File: src/rtl/lsu_ctrl.sv
// Load/store control unit: latches one RV32I load/store request, drives the data memory for a
// single ACCESS cycle, then holds an extended, registered response until it is consumed.
module lsu_ctrl #(
  parameter int unsigned ADDRESS_WIDTH = 32,
  parameter int unsigned DATA_WIDTH    = 32
) (
  input  logic                     clk,
  input  logic                     rst,
  input  logic                     req_valid,
  output logic                     req_ready,
  input  logic                     req_we,
  input  logic [2:0]               req_funct3,
  input  logic [ADDRESS_WIDTH-1:0] req_addr,
  input  logic [DATA_WIDTH-1:0]    req_wdata,
  output logic [ADDRESS_WIDTH-1:0] mem_A,
  output logic [3:0]               mem_WE,
  output logic [2:0]               mem_RE,
  output logic [7:0]               mem_WD1,
  output logic [7:0]               mem_WD2,
  output logic [7:0]               mem_WD3,
  output logic [7:0]               mem_WD4,
  input  logic [DATA_WIDTH-1:0]    mem_RD,
  output logic                     resp_valid,
  input  logic                     resp_ready,
  output logic [DATA_WIDTH-1:0]    resp_rdata,
  output logic                     resp_err
);

  typedef enum logic [1:0] {StIdle, StAccess, StResp} state_e;

  state_e                   state_q, state_d;
  logic                     we_q;
  logic [2:0]               funct3_q;
  logic [ADDRESS_WIDTH-1:0] addr_q;
  logic [DATA_WIDTH-1:0]    wdata_q;
  logic [DATA_WIDTH-1:0]    rdata_q;
  logic                     err_q;

  logic                     err;
  logic                     bad_code;
  logic [DATA_WIDTH-1:0]    load_data;

  // Illegal size codes differ for loads and stores; alignment rules are shared.
  always_comb begin
    bad_code = 1'b0;
    if (we_q) begin
      bad_code = funct3_q[2] | (funct3_q[1:0] == 2'b11);
    end else begin
      bad_code = (funct3_q == 3'b011) | (funct3_q[2:1] == 2'b11);
    end
    err = bad_code
        | ((funct3_q[1:0] == 2'b01) & addr_q[0])
        | ((funct3_q == 3'b010) & (addr_q[1:0] != 2'b00));
  end

  always_comb begin
    load_data = '0;
    case (funct3_q)
      3'b000:  load_data = {{(DATA_WIDTH-8){mem_RD[7]}}, mem_RD[7:0]};
      3'b100:  load_data = {{(DATA_WIDTH-8){1'b0}}, mem_RD[7:0]};
      3'b001:  load_data = {{(DATA_WIDTH-16){mem_RD[15]}}, mem_RD[15:0]};
      3'b101:  load_data = {{(DATA_WIDTH-16){1'b0}}, mem_RD[15:0]};
      3'b010:  load_data = mem_RD;
      default: load_data = '0;
    endcase
  end

  always_comb begin
    state_d    = state_q;
    req_ready  = 1'b0;
    resp_valid = 1'b0;
    mem_WE     = 4'b0000;
    mem_RE     = 3'b111;
    unique case (state_q)
      StIdle: begin
        req_ready = 1'b1;
        if (req_valid) state_d = StAccess;
      end
      StAccess: begin
        state_d = StResp;
        if (we_q && !err) begin
          case (funct3_q)
            3'b000:  mem_WE = 4'b0001;
            3'b001:  mem_WE = 4'b0011;
            3'b010:  mem_WE = 4'b1111;
            default: mem_WE = 4'b0000;
          endcase
        end
        if (!we_q && (funct3_q[1:0] == 2'b00)) mem_RE = 3'b000;
      end
      StResp: begin
        resp_valid = 1'b1;
        if (resp_ready) state_d = StIdle;
      end
      default: state_d = StIdle;
    endcase
  end

  always_ff @(posedge clk or posedge rst) begin
    if (rst) begin
      state_q  <= StIdle;
      we_q     <= 1'b0;
      funct3_q <= 3'b000;
      addr_q   <= '0;
      wdata_q  <= '0;
      rdata_q  <= '0;
      err_q    <= 1'b0;
    end else begin
      state_q <= state_d;
      if (state_q == StIdle && req_valid) begin
        we_q     <= req_we;
        funct3_q <= req_funct3;
        addr_q   <= req_addr;
        wdata_q  <= req_wdata;
      end
      if (state_q == StAccess) begin
        rdata_q <= (we_q || err) ? '0 : load_data;
        err_q   <= err;
      end
    end
  end

  assign mem_A      = addr_q;
  assign mem_WD1    = wdata_q[7:0];
  assign mem_WD2    = wdata_q[15:8];
  assign mem_WD3    = wdata_q[23:16];
  assign mem_WD4    = wdata_q[31:24];
  assign resp_rdata = rdata_q;
  assign resp_err   = err_q;

endmodule

File: config.mk
export PLATFORM = sky130hd
export DESIGN_NAME = lsu_ctrl
export DESIGN_NICKNAME = d
export VERILOG_FILES = /design/src/rtl/lsu_ctrl.sv
export SDC_FILE = /design/constraint.sdc
export NUM_CORES = 1
export LEC_CHECK = 0
export CORE_ASPECT_RATIO = 0.8
export CORE_UTILIZATION = 44
export CTS_BUF_LIST = sky130_fd_sc_hd__clkbuf_16
export CTS_CLUSTER_DIAMETER = 60
export DETAILED_ROUTE_END_ITERATION = 12
export GPL_ROUTABILITY_DRIVEN = 1
export PLACE_DENSITY = 0.9
export SLEW_MARGIN = 15
export SYNTH_ARGS = -nofsm -noshare
export SYNTH_HDL_FRONTEND = slang
export SYNTH_SLANG_ARGS = --single-unit
File: constraint.sdc
create_clock -name clk -period 8.8 [get_ports clk]
set_clock_uncertainty 0.05 [all_clocks]
set_input_delay 0.88 -clock clk [delete_from_list [all_inputs] [get_ports clk]]
set_output_delay 0.88 -clock clk [all_outputs]
set_load 0.005 [all_outputs]
==> metrics <==
status complete, no violations; Mapped Nets 427; vias in the first global route 3476; GRT Util Overall 22.1%; synth warn 0; final hold violation count 0; ant diodes 0; final max-slew violation count 0; global routing's busiest layer met2; share of layout cells above drive strength 1 17.8%; # IOs 210; Clock Path Buffers 2; clock slew at reported path FFs 0.07 ns; Yosys cell types 31; Post-synth ARST share 100%; fillcell total 658; Period minus WS final 3.36 ns; Area Overhead vs Synth 57.4%; Buffers on Ports 209; CTS Hold Bufs 0; Root Driver clkbuf_16; initial antenna violation count 0; Area contributors post-synth dfrtp_1 59%, mux2_2 17%, mux2i_1 5.5%; Slew HR 38.4%; Die ar. 10400 um^2; WL per Instance 16.9 um; cell area after synthesis 4380 um^2; Tightest Pin Transition 0.924 ns; post-synthesis sequential area ratio 58.8%; initial DRC count 141; worst path required time 7.87 ns; Worst Path Arrival 2.43 ns; die height 91.2 um; first-pass GRT wire length 17.5 mm; Hold Path Class reg -> reg; gpl congestion 0.741; post-route cell area 6900 um^2; Worst Path Max Fanout 27; latest clock arrival within the worst-skew pair 0.34 ns; setup tns final 0 ns; Post-Syn Instances 323; largest net degree at the start of global routing 70; Worst Setup End Kind primary output; CTS tree yes; Routed Antenna Nets 0; Pleak 2.89 nW; Num CTS Buffers 9; gr ovfl total 0; DRC errors left 0; peak supply drop 0.233 mV; Worst setup SP type register; DRT Pass-1 Iters 4; maxcap violations 0; Row Count 32; most common cell in the netlist dfrtp_1; critical path's slowest cell dfrtp_1; syn_area_per_cell 13.6 um^2; Initial Util 45.4%; Worst Setup Path Type reg -> out; final net count 621; Final Cycle Share 38.2%; clock sinks 103; met2 Track Usage GR 38.3%; met3 Usage GRT 7.28%; pwr dens 336 nW/um^2; DRT Wirelength 11.1 mm; Vias 3351; H-tree level count 3; RSZ-0062 raised after global routing false; placed instance area 6530 um^2; crit-path cells a221oi_1 > o211a_1 > nor3b_1 > clkdlybuf4s50_1; count of final setup violators 0; ys flop type dfrtp_1; Fmax 297 MHz; largest area contributor in the netlist dfrtp_1; Detail Placement HPWL 8.11 mm; post-synth top area share 58.8%; Post-CTS Setup Inserts 0; core footprint 9650 um^2; number of enable flip-flop cells after synthesis 0; Die W 114 um; vias per cell 5.09; number of synthesized register bits 103; Worst path max stage delay 0.65 ns; synth cell count leaders 103 x dfrtp_1, 68 x mux2_2, 26 x o21ai_0, 24 x a22o_1, 24 x mux2i_1; overall power 0.00232 W; M1 GR Usage 26.1%; post-cts sizing count 0
## critical path, delay by kind of cell (launching register included)
family          cells  cell delay, ns
compound gates      2            0.72
flops               1            0.65
buf+inv             1            0.54
simple gates        1            0.19
## logic make-up after synthesis
| logic type | share of synthesized area (%) |
|---|---|
| DFF | 58.8 |
| muxes | 23.0 |
| AOI/OAI and AO/OA | 11.0 |
| buffers and inverters | 3.43 |
| and+or+nand+nor | 3.54 |
| xor gates and xnor gates | 0.200 |
## sequential cells by signal, indices dropped and copies added, names as in the netlist
| register | flops |
|---|---|
| mem_A | 32 |
| wdata_q | 32 |
| resp_err | 1 |
| funct3_q | 3 |
| we_q | 1 |
| resp_rdata | 32 |
| state_q | 2 |
## through the flow
step | worst slack [ns] | std cells | util (%) | hold slack (ns)
finish | 5.44 | 658 | 71.5 | 0.438
global route | 5.24 | 658 | 71.5 | 0.468
CTS | 5.44 | 658 | 71.5 | 0.441
global placement | 5.86 | 642 | 67.7 | 0.414
floorplan | 5.17 | 323 | - | 0.423
detailed placement | 5.82 | 642 | 67.7 | 0.423
## final timing paths
| check | startpoint | endpoint | slack, ns | cells after the start |
|---|---|---|---|---|
| hold / removal | resp_rdata[2] | resp_rdata[2] | 0.44 | 2 |
| setup reg to reg | funct3_q[0] | resp_rdata[24] | 6.21 | 3 |
| hold reg to reg | resp_rdata[2] | resp_rdata[2] | 0.44 | 2 |
| min in group asynchronous | rst | mem_A[18] | 0.94 | 2 |
| setup / recovery | funct3_q[0] | mem_WE[1] | 5.44 | 4 |
| max in group asynchronous | rst | resp_rdata[10] | 6.67 | 3 |
## where the power goes
| group | total [W] | switching (W) | leakage [nW] | internal, W |
|---|---|---|---|---|
| Sequential | 0.000832 | 0.000142 | 1.27 | 0.000690 |
| Combinational | 0.00101 | 0.000362 | 1.44 | 0.000651 |
| Clock | 0.000474 | 0.000169 | 0.177 | 0.000305 |
| Total | 0.00232 | 0.000673 | 2.89 | 0.00165 |
## layout make-up
cell class / count / area [um^2] / area share, %
Multi-Input combinational cell: 188 / 1650 / 24.0
Tap cell: 136 / 170 / 2.47
Clock buffer: 9 / 225 / 3.27
Clock inverter: 7 / 136 / 1.98
Sequential cell: 103 / 2580 / 37.4
Timing Repair Buffer: 213 / 2120 / 30.8
Inverter: 2 / 10.0 / 0.145
## metal layers
metal	share of wire [%]	vias to the layer above
li1	-	1565
met1	41	1637
met2	51	136
met3	7.1	13
met4	1.2	0
met5	0	-
## layout by cell type, fill, tap and decap left out, types with 4 or more instances in the layout
cell type and instances:
a22o_1 24, buf_4 4, o2bb2ai_1 7, clkdlybuf4s50_1 209, mux2i_1 24, o21ai_0 26
bufinv_16 4, clkbuf_16 9, mux2_2 68, dfrtp_1 103, nand2_1 17
No activity file was read; power rests on OpenSTA's default activity.
==> RTL edit: new RTL, same flow settings <==
Set the parameter `DATA_WIDTH` to 64 (it was 32).
--- a/src/rtl/lsu_ctrl.sv
+++ b/src/rtl/lsu_ctrl.sv
@@ -4,3 +4,3 @@
   parameter int unsigned ADDRESS_WIDTH = 32,
-  parameter int unsigned DATA_WIDTH    = 32
+  parameter int unsigned DATA_WIDTH    = 64
 ) (
Ports: changed (resized mem_RD, req_wdata and resp_rdata); port bits go from 210 to 306. No check against the original RTL was run, so the function may have changed too.
==> RTL edit against the original RTL <==
- power increased by 36%
- register-to-register slack got worse by 0.22 ns
- count of clock-buffer cells in the layout grew 8
- sequential cell count increased by 32
- clock power rose by 51%
- routed wire length up 54%
- worst setup slack lost 0.29 ns
- synthesized area increased by 37%
- final area increased by 36%
- critical endpoint unchanged
- largest cell class unchanged
==> RTL edit: results (changes against the original RTL) <==
Parameter                              Value

Clocking
  Clock-pin slew reported for the worst setup and hold paths after clock tree synthesis ... 0.05 ns (-0.02 ns)
  Clock latency on the worst-skew pair ... 0.41 ns (+0.07 ns)

Routing
  Post-route met1 wirelength ... 6850 um (+52%)
  DR iter-0 viols ... 302 (+110%)
  WL/cell ... 18.8 um (+12%)
  Total length of routed met3 wires ... 1180 um (+49%)

Synth
  Post-synthesis sequential area ratio ... 56.1% (-2.7 points)
  Xor and xnor fraction of the mapped netlist area ... 0.145% (-0.054 points)
  Top area cells in the synthesized netlist ... dfrtp_1 56%, mux2_2 13%, mux2i_1 9.3%
  Top cells by count, synth ... 135 x dfrtp_1, 68 x mux2_2, 58 x o21ai_0, 56 x a22o_1, 56 x mux2i_1

Pwr
  Peak supply drop ... 217 uV (-6.7%)
  Comb pwr share ... 41.5% (-2.2 points)
  Sw Share ... 30.7% (+1.7 points)
  Static leakage ... 4.03 nW (+40%)

Place
  Routability cong. ... 0.793 (+7.0%)
  Port Buffers ... 273 (+31%)
  Placed instance area ... 8800 um2 (+35%)
  Post-placement setup slack ... 5.58 ns (-0.242 ns)
  Instance count after placement with tap cells included ... 875 (+36%)

GRT
  Total track usage ... 24.7% (+2.6 points)
  Maximum number of pins on one net before global-route repair ... 81 (+16%)

Worst setup path
  Max stage delay cell, worst path ... dfrtp_4
  Maximum fanout along the worst path ... 64 (+140%)
  Depth of the worst register-to-register path ... 4 (+1)

Timing
  Worst hold-check slack ... 0.425 ns (-0.0132 ns)
  Normalized max-slew margin ... 27.0% (-11 points)

Final layout
  Filler cells ... 884 (+34%)

Outcome
  Run status ... finished, final reports clean
[RTL edit: how the worst max path moves through the flow]
stage                             from                      end  slack [ns]
2_1_floorplan                      rst  funct3_q[0]$_DFFE_PP0P_        4.26
4_1_cts        funct3_q[1]$_DFFE_PP0P_                mem_WE[1]        5.13
3_3_place_gp   funct3_q[1]$_DFFE_PP0P_                mem_WE[1]        5.65
3_5_place_dp   funct3_q[1]$_DFFE_PP0P_                mem_WE[1]        5.58
5_1_grt        funct3_q[1]$_DFFE_PP0P_                mem_WE[1]        4.97
6_report       funct3_q[1]$_DFFE_PP0P_                mem_WE[1]        5.15
[RTL edit: layout make-up]
type	instances	area [um2]	share of cell area, %
inverters	2	12.5	0.133
repair buffers	279	2770	29.5
clock inverters	14	165	1.76
well taps	175	219	2.33
clock buffers	17	425	4.53
flip-flops and latches	135	3380	36.0
multi-input cells	284	2410	25.7
[RTL edit: tightest hold or removal path: stages (launching register included)]
cell	delay, ns
dfrtp_1	0.34
nand2_1	0.05
o31ai_1	0.05
